$ cat src/rtl/ps2_pkg.sv
// ps2_pkg: shared PS/2 state encoding, edge indices and watchdog limits.
package ps2_pkg;
    localparam logic [2:0] ST_IDLE     = 3'd0;
    localparam logic [2:0] ST_INHIBIT  = 3'd1;
    localparam logic [2:0] ST_REQ      = 3'd2;
    localparam logic [2:0] ST_BITS     = 3'd3;
    localparam logic [2:0] ST_ACK      = 3'd4;
    localparam logic [2:0] ST_WAITIDLE = 3'd5;
    localparam logic [2:0] ST_FIN      = 3'd6;
    localparam logic [3:0] EDGE_PARITY = 4'd9;
    localparam logic [3:0] EDGE_STOP   = 4'd10;
    localparam logic [3:0] EDGE_ACK    = 4'd11;
    localparam int TOUT_START_US = 15000;
    localparam int TOUT_BITS_US  = 2000;
    function automatic int us_to_cyc(input int clk_hz, input int us);
        return clk_hz / 1000000 * us;
    endfunction
endpackage

$ cat src/rtl/ps2_sync.sv
// ps2_sync: 2-flop synchronizers for the PS/2 lines plus clock falling-edge detect.
module ps2_sync (
    input  logic CLK100MHz,
    input  logic reset_n,
    input  logic ps2_clk_i,
    input  logic ps2_data_i,
    output logic clk_s,
    output logic data_s,
    output logic clk_fall
);
    logic [1:0] clk_ff;
    logic [1:0] data_ff;
    logic       clk_prev;
    always_ff @(posedge CLK100MHz or negedge reset_n) begin
        if (!reset_n) begin
            clk_ff   <= 2'b11;
            data_ff  <= 2'b11;
            clk_prev <= 1'b1;
        end else begin
            clk_ff   <= {clk_ff[0], ps2_clk_i};
            data_ff  <= {data_ff[0], ps2_data_i};
            clk_prev <= clk_ff[1];
        end
    end
    assign clk_s    = clk_ff[1];
    assign data_s   = data_ff[1];
    assign clk_fall = clk_prev & ~clk_ff[1];
endmodule

$ cat src/rtl/ps2_host_tx.sv
// ps2_host_tx: PS/2 host-to-device byte transmitter with inhibit, start, bits, parity, stop and ack.
// Define PS2_HOST_TX_TIMEOUT_EN to add the 15 ms / 2 ms watchdog that reports tout.
module ps2_host_tx
    import ps2_pkg::*;
#(
    parameter int CLK_HZ     = 100000000,
    parameter int INHIBIT_US = 120
) (
    input  logic       CLK100MHz,
    input  logic       reset_n,
    input  logic       tx_valid,
    input  logic [7:0] tx_data,
    output logic       tx_ready,
    input  logic       ps2_clk_i,
    input  logic       ps2_data_i,
    output logic       ps2_clk_oe,
    output logic       ps2_data_oe,
    output logic       done,
    output logic       nack,
    output logic       tout,
    output logic       busy
);
    localparam int INHIBIT_CYC = us_to_cyc(CLK_HZ, INHIBIT_US);
`ifdef PS2_HOST_TX_TIMEOUT_EN
    localparam int START_CYC = us_to_cyc(CLK_HZ, TOUT_START_US);
    localparam int BITS_CYC  = us_to_cyc(CLK_HZ, TOUT_BITS_US);
    localparam int CNT_MAX   = INHIBIT_CYC > START_CYC ? (INHIBIT_CYC > BITS_CYC ? INHIBIT_CYC : BITS_CYC)
                                                       : (START_CYC > BITS_CYC ? START_CYC : BITS_CYC);
`else
    localparam int CNT_MAX   = INHIBIT_CYC;
`endif
    localparam int CNT_W = $clog2(CNT_MAX + 1);

    logic [2:0]       state;
    logic [CNT_W-1:0] cnt;
    logic [3:0]       edge_cnt;
    logic [3:0]       edge_next;
    logic [7:0]       data_r;
    logic             parity_r;
    logic             nack_r;
    logic             clk_s;
    logic             data_s;
    logic             clk_fall;
    logic             inhibit_last;
    logic             abort;
    logic [15:0]      frame;
    logic             bit_out;

    ps2_sync u_sync (
        .CLK100MHz  (CLK100MHz),
        .reset_n    (reset_n),
        .ps2_clk_i  (ps2_clk_i),
        .ps2_data_i (ps2_data_i),
        .clk_s      (clk_s),
        .data_s     (data_s),
        .clk_fall   (clk_fall)
    );

    assign edge_next    = edge_cnt + 4'd1;
    assign inhibit_last = (state == ST_INHIBIT) && (cnt == CNT_W'(INHIBIT_CYC - 1));
    // frame[0] is the start bit; everything past the data byte reads as released (1)
    assign frame        = {7'h7f, data_r, 1'b0};
    assign bit_out      = (edge_cnt == EDGE_PARITY) ? parity_r : frame[edge_cnt];

    assign tx_ready    = (state == ST_IDLE);
    assign busy        = ~tx_ready;
    assign done        = (state == ST_FIN);
    assign nack        = nack_r;
    assign ps2_clk_oe  = (state == ST_INHIBIT);
    assign ps2_data_oe = inhibit_last || (((state == ST_REQ) || (state == ST_BITS)) && ~bit_out);

`ifdef PS2_HOST_TX_TIMEOUT_EN
    logic tout_r;
    // before edge 1 the budget is the start window, afterwards the whole-frame window
    assign abort = ((state == ST_BITS) || (state == ST_ACK)) &&
                   (cnt == ((edge_cnt == 4'd0) ? CNT_W'(START_CYC - 1) : CNT_W'(BITS_CYC - 1)));
    assign tout  = tout_r;
    always_ff @(posedge CLK100MHz or negedge reset_n) begin
        if (!reset_n)
            tout_r <= 1'b0;
        else if (tx_ready && tx_valid)
            tout_r <= 1'b0;
        else if (abort)
            tout_r <= 1'b1;
    end
`else
    assign abort = 1'b0;
    assign tout  = 1'b0;
`endif

    always_ff @(posedge CLK100MHz or negedge reset_n) begin
        if (!reset_n) begin
            state    <= ST_IDLE;
            cnt      <= '0;
            edge_cnt <= '0;
            data_r   <= '0;
            parity_r <= 1'b0;
            nack_r   <= 1'b0;
        end else begin
            case (state)
                ST_IDLE: if (tx_valid) begin
                    data_r   <= tx_data;
                    parity_r <= ~^tx_data;
                    nack_r   <= 1'b0;
                    cnt      <= '0;
                    edge_cnt <= '0;
                    state    <= ST_INHIBIT;
                end
                ST_INHIBIT: begin
                    cnt <= cnt + 1'b1;
                    if (inhibit_last) state <= ST_REQ;
                end
                ST_REQ: begin
                    cnt      <= '0;
                    edge_cnt <= '0;
                    state    <= ST_BITS;
                end
                ST_BITS, ST_ACK: begin
                    cnt <= cnt + 1'b1;
                    if (abort)
                        state <= ST_FIN;
                    else if (clk_fall) begin
                        edge_cnt <= edge_next;
                        if (edge_cnt == 4'd0) cnt <= '0;
                        if (edge_next == EDGE_ACK) begin
                            nack_r <= data_s;
                            state  <= ST_WAITIDLE;
                        end else if (edge_next == EDGE_STOP)
                            state <= ST_ACK;
                    end
                end
                ST_WAITIDLE: if (clk_s && data_s) state <= ST_FIN;
                default: state <= ST_IDLE;
            endcase
        end
    end
endmodule
$ cat config.mk
export PLATFORM = sky130hd
export DESIGN_NAME = ps2_host_tx
export DESIGN_NICKNAME = d
export VERILOG_FILES = /design/src/rtl/ps2_pkg.sv /design/src/rtl/ps2_sync.sv /design/src/rtl/ps2_host_tx.sv
export SDC_FILE = /design/constraint.sdc
export NUM_CORES = 1
export LEC_CHECK = 0
export CORE_MARGIN = 4
export CORE_UTILIZATION = 24
export CTS_CLUSTER_DIAMETER = 30
export CTS_CLUSTER_SIZE = 24
export DETAILED_ROUTE_END_ITERATION = 16
export DONT_BUFFER_PORTS = 1
export GPL_ROUTABILITY_DRIVEN = 0
export GPL_TIMING_DRIVEN = 0
export PLACE_DENSITY = 0.37
export SYNTH_ARGS = -nofsm -noshare
export SYNTH_HDL_FRONTEND = slang
export SYNTH_SLANG_ARGS = --single-unit
$ cat constraint.sdc
create_clock -name CLK100MHz -period 2.5 [get_ports CLK100MHz]
set_input_delay 0.5 -clock CLK100MHz [delete_from_list [all_inputs] [get_ports CLK100MHz]]
set_output_delay 0.5 -clock CLK100MHz [all_outputs]
set_load 0.01 [all_outputs]
## Word level (Yosys, flattened, before mapping)

Cells that the tools add are included.

- Bits in registers: 36
- Input bits: 13
- Output and inout bits: 7

- $add $sub $neg: 2
- Magnitude comparators: 1
- Eq/ne operators: 16
- Multiplexer cells: 21
- Bitwise logic cells: 4
- Reductions and logical operators: 17

Operators by type and width:

| kind | count |
|---|---|
| $pmux W14 S4 | 1 |
| $mux W14 | 3 |
| $mux W3 | 6 |
| $pmux W3 S5 | 1 |
| $add A14 B1 Y14 const B | 1 |
| $eq A14 B14 Y1 const B | 1 |
| $eq A4 B4 Y1 const B | 3 |
| $pmux W4 S3 | 1 |
| $eq A3 B3 Y1 const B | 3 |
| $mux W4 | 2 |
| $ne A2 B2 Y1 const B | 4 |
| $reduce_xnor A8 Y1 | 1 |
| $eq A3 B2 Y1 const B | 2 |
| $lt A4 B5 Y1 const B | 1 |
| $mux W1 | 5 |
| $reduce_and A5 Y1 | 1 |
| $add A4 B1 Y4 const B | 1 |
| $bmux W1 S4 | 1 |
| $logic_not A4 Y1 | 1 |
| $reduce_and A2 Y1 | 2 |
| $reduce_and A4 Y1 | 1 |
| $reduce_bool A4 Y1 | 1 |
| $eq A3 B1 Y1 const B | 1 |
| $logic_and A1 B1 Y1 | 3 |
| other kinds (11) | 14 |

## Logic depth before layout (Yosys ltp)

- Word-level depth: 6
- Gate-level depth with buffers: 8
- Depth with buffers taken out: 7

## Modules after synthesis

From an unflattened synthesis, not the netlist that was laid out.

- Cells, all modules: 212
- Area, all modules: 2,048.2 µm²

Modules (own cells, without submodules):

| module | instances | cells an instance | area an instance (µm²) | seq. area each (µm²) |
|---|---|---|---|---|
| ps2_host_tx | 1 | 206 | 1,903.1 | 775.7 |
| ps2_sync | 1 | 6 | 145.1 | 131.4 |

## Least setup slack after synthesis

No wires, ideal clock.

- Path kind: register to output
- Start: register edge_cnt[1]
- End: output ps2_data_oe
- Arrival: 1,575 ps
- Path slack: 425 ps
- Cell stages (with the launch flop): 8
- Path buffers: 0
- Cell sequence: dfrtp_1 -> inv_1 -> ha_1 -> nor4_1 -> a21oi_1 -> o21ai_0 -> o21ai_0 -> a211oi_1

- Word-level cells in the longest chain between the ends: 6

Ends and longest elaborated chain:

| element | line | source |
|---|---|---|
| from (decl) | ps2_host_tx.sv:36 | `logic [3:0] edge_cnt;` |
| from (signal assigned) | ps2_host_tx.sv:123 | `edge_cnt <= edge_next;` |
| $bmux W1 S4 | ps2_host_tx.sv:63 | `assign bit_out = (edge_cnt == EDGE_PARITY) ? parity_r : frame[edge_cnt];` |
| $mux W1 (not written as such) | ps2_host_tx.sv:63 |  |
| $mux W1 * | ps2_host_tx.sv:63 |  |
| $not A1 Y1 * | ps2_host_tx.sv:70 | `assign ps2_data_oe = inhibit_last \|\| (((state == ST_REQ) \|\| (state == ST_BITS)) && ~bit_out);` |
| $logic_and A1 B1 Y1 * | ps2_host_tx.sv:70 |  |
| $logic_or A1 B1 Y1 * | ps2_host_tx.sv:70 |  |
| to (decl) | ps2_host_tx.sv:17 | `output logic ps2_data_oe,` |

Mark *: on every way between the ends. The rest lies on a longest branch, timed or not. The select of a mux whose other input is x is not followed.

## Final worst setup path

Same ends and word-level chain as after synthesis.

==> results by group <==
Run status
  • Status: finished clean

GRT
  • Largest net degree at the start of global routing: 32
  • Initial antenna violation count: 0
  • All-Layer GR Usage: between 10 and 15%
  • Total grt overflow: 0
  • Number of global-route vias before repair: 1,540
  • First-pass GRT wire length: 8120 um

Timing
  • Peak Freq: 428 MHz
  • Hold slack final: around 0.035 ns
  • Final setup viols: 0
  • Setup_tns: 0 ns
  • Worst Tran Pin Value: 0.671 ns
  • Tmin final: 2.34 ns
  • Relative slew slack: about 55%
  • Hold Vio Cnt, Final: 0
  • Layout Skew: 0.00747 ns
  • RSZ-0062 raised after global routing: no
  • Final Max Tran Viols: 0
  • Fin crit share: 93.5%

Finish
  • Most frequent cells in the layout: dfrtp_1 (30), nor2_1 (22), nand2_1 (17)
  • Layout cells sized above 1: 22.4%
  • Area delta synth->final: 14.6%
  • Commonest non-fill, non-tap cell in the layout: dfrtp_1
  • N_diodes: 0
  • Post-route cell area: 2380 um^2
  • Final-layout fill cell count: roughly 900
  • Final nets: 237

Yosys
  • Synthesis-stage register bit count: 36
  • Post-synthesis cell count: just over 200
  • Mean Syn Cell Area: slightly above 10 um^2
  • Syn Nets: ~230
  • Unique masters post-synth: 53
  • Post-synthesis sequential area ratio: between 40% and 50%
  • Post-synth EDFFs: 0
  • Post-synth top flop: dfrtp_1
  • Post-Syn Area: 2080 um^2
  • Ys Warns: 0
  • Ys async rst share: 100%

Clock tree
  • CTS tree: yes
  • TritonCTS Buffers: 5
  • H-tree levels: 2
  • Clock sinks: 36
  • Clock transition at path regs: 0.08 ns
  • Clock Tree Buf Depth: 2
  • Clock latency on the worst-skew pair: ~0.29 ns
  • Root Buffer: clkbuf_8

Critical path
  • Reg-to-reg slack, setup: approximately 0.31 ns
  • CP Class: reg -> out
  • Crit end category: primary output
  • Reg2reg start: edge_cnt[0]
  • Critical Path Fanout Max: 4
  • Delay-heaviest family, CP: compound AO/OA/AOI/OAI gates
  • Reg2Reg Capture Point: state[2]
  • Startpoint Class: register
  • CP max stage cell: dfrtp_2
  • R2R depth: 7
  • WP data arrival: between 1.5 and 2 ns
  • Worst path required time: about 2.0 ns
  • CP Buf/Inv Count: 1
  • Max incr delay on CP: 0.39 ns
  • CP cell instances: inv_1 -> ha_1 -> nor4_1 -> a21oi_1 -> o21ai_0 -> o21ai_2 -> a211oi_2

Job
  • Max-cap viol count: 0

Routing
  • Post-DR wirelength/cell: around 15 um
  • # DRC: 0
  • Remaining antenna violation count after routing: 0
  • Drt pass-1 iters: 6
  • WL final: 4750 um
  • Detailed-route via count: roughly 1,500
  • First DRT Iteration DRCs: 55
  • Vias per cell: 4.57

Worst hold path
  • Tightest Hold Check Type: in -> async

Die
  • Die height: 101 um
  • Core ar.: roughly 8300 um^2
  • DIE AREA: approximately 10,000 um^2
  • Die X: approximately 100 um
  • Row cnt: 33
  • Initial Utilization: 24.9%
  • I/O pins: 20

Power
  • Power per cell area: between 500 and 600 nW/um^2
  • Total Power: 1.25 mW
  • Static leakage: 1.02 nW
  • Max VDD drop: 0.166 mV

Placement
  • HPWL Detailed: 3390 um
  • Port bufs: 0
  • Placed inst area: 2210 um^2
## power by group
| group | switching [mW] | leakage [nW] | internal, mW |
|---|---|---|---|
| logic | 0.0366 | 0.502 | 0.0412 |
| registers | 0.0378 | 0.464 | 0.615 |
| clock network | 0.228 | 0.0541 | 0.295 |
## per-layer routing
layer / GRT usage [%] / up-vias / part of all wire (%)
met2: 14.5 / 16 / 43
met4: 3.37 / 0 / 0.74
met5: 0 / - / 0
li1: - / 748 / -
met1: 14.5 / 715 / 51
met3: 3.39 / 2 / 4.6
## registers in the layout, summed over array words and instances, names as in the netlist
signal	count
data_r	8
u_sync.clk_prev	1
nack	1
edge_cnt	4
cnt	14
u_sync.data_ff	2
parity_r	1
state	3
u_sync.clk_ff	2
## timing repair
| item | in CTS | in global routing |
|---|---|---|
| endpoints found under the setup margin | 1 | 1 |
| cloned | 0 | 0 |
| endpoints found under the hold margin | 31 | 0 |
| hold buffers | 1 | 0 |
| resized for setup | 4 | 1 |
| setup buffers | 0 | 3 |
| pin swaps | 0 | 2 |
## through the flow
| step | instances | utilization, % | setup slack [ns] |
|---|---|---|---|
| floorplan | 207 | - | 0.425 |
| global placement | 312 | 26.5 | 0.104 |
| detailed placement | 312 | 26.5 | 0.103 |
| CTS | 321 | 28.3 | 0.0167 |
| global route | 324 | 28.6 | 0.0169 |
| finish | 324 | 28.6 | 0.162 |
## area by class of cell
type	count	area, um^2	area share, %
inverter	9	33.8	1.42
multi-input combinational	152	1100	46.2
timing repair buffer	4	42.5	1.78
sequential	36	908	38.1
tap	105	131	5.51
buffer	10	55.1	2.31
clock buffer	5	68.8	2.89
clock inverter	3	42.5	1.78
## synthesized netlist by cell type (all sizes together) (2+ instances only)
library cell   n  area [um^2]
o41ai          3         26.3
a21oi          7         38.8
nand3b         2         15.0
or2            2         12.5
mux2           9          101
xor2           8         70.1
inv            9         33.8
and3           3         18.8
o21ai         12         67.6
dfrtp         31          776
nor2          22         82.6
nor4b          3         47.5
mux2i          4         40.0
o21bai         2         15.0
or4            2         18.8
buf            8         47.5
dfstp          5          131
and2           2         12.5
ha             6         75.1
clkbuf         2         7.51
xnor2         11         96.3
nand2         17         63.8
nand4          6         37.5
nor4           3         31.3
nor2b          3         18.8
nand3          6         30.0
## worst max path at each step
| stage | startpoint | end | slack (ns) | depth (start not counted) |
|---|---|---|---|---|
| after floorplan | edge_cnt[1] | ps2_data_oe | 0.43 | 7 |
| after detailed placement | edge_cnt[1] | ps2_data_oe | 0.10 | 7 |
| after CTS | edge_cnt[1] | ps2_data_oe | 0.02 | 7 |
| after global placement | edge_cnt[1] | ps2_data_oe | 0.10 | 7 |
| final | edge_cnt[1] | ps2_data_oe | 0.16 | 7 |
| after global routing | edge_cnt[1] | ps2_data_oe | 0.02 | 7 |
## kinds of logic (layout without fill, tap and decap cells)
logic type | after synthesis | in the layout | share of synthesized area [%]
AND/OR/NAND/NOR | 77 | 77 | 20.9
flip-flops | 36 | 36 | 43.6
AO/OA/AOI/OAI | 35 | 35 | 11.6
XOR/XNOR | 19 | 19 | 8.00
buffers and inverters | 19 | 31 | 4.27
multiplexers | 14 | 14 | 7.88
adder cells (fa/ha/maj) | 6 | 6 | 3.61
other | 1 | 1 | 0.180
(Power assumes the default switching activity.)
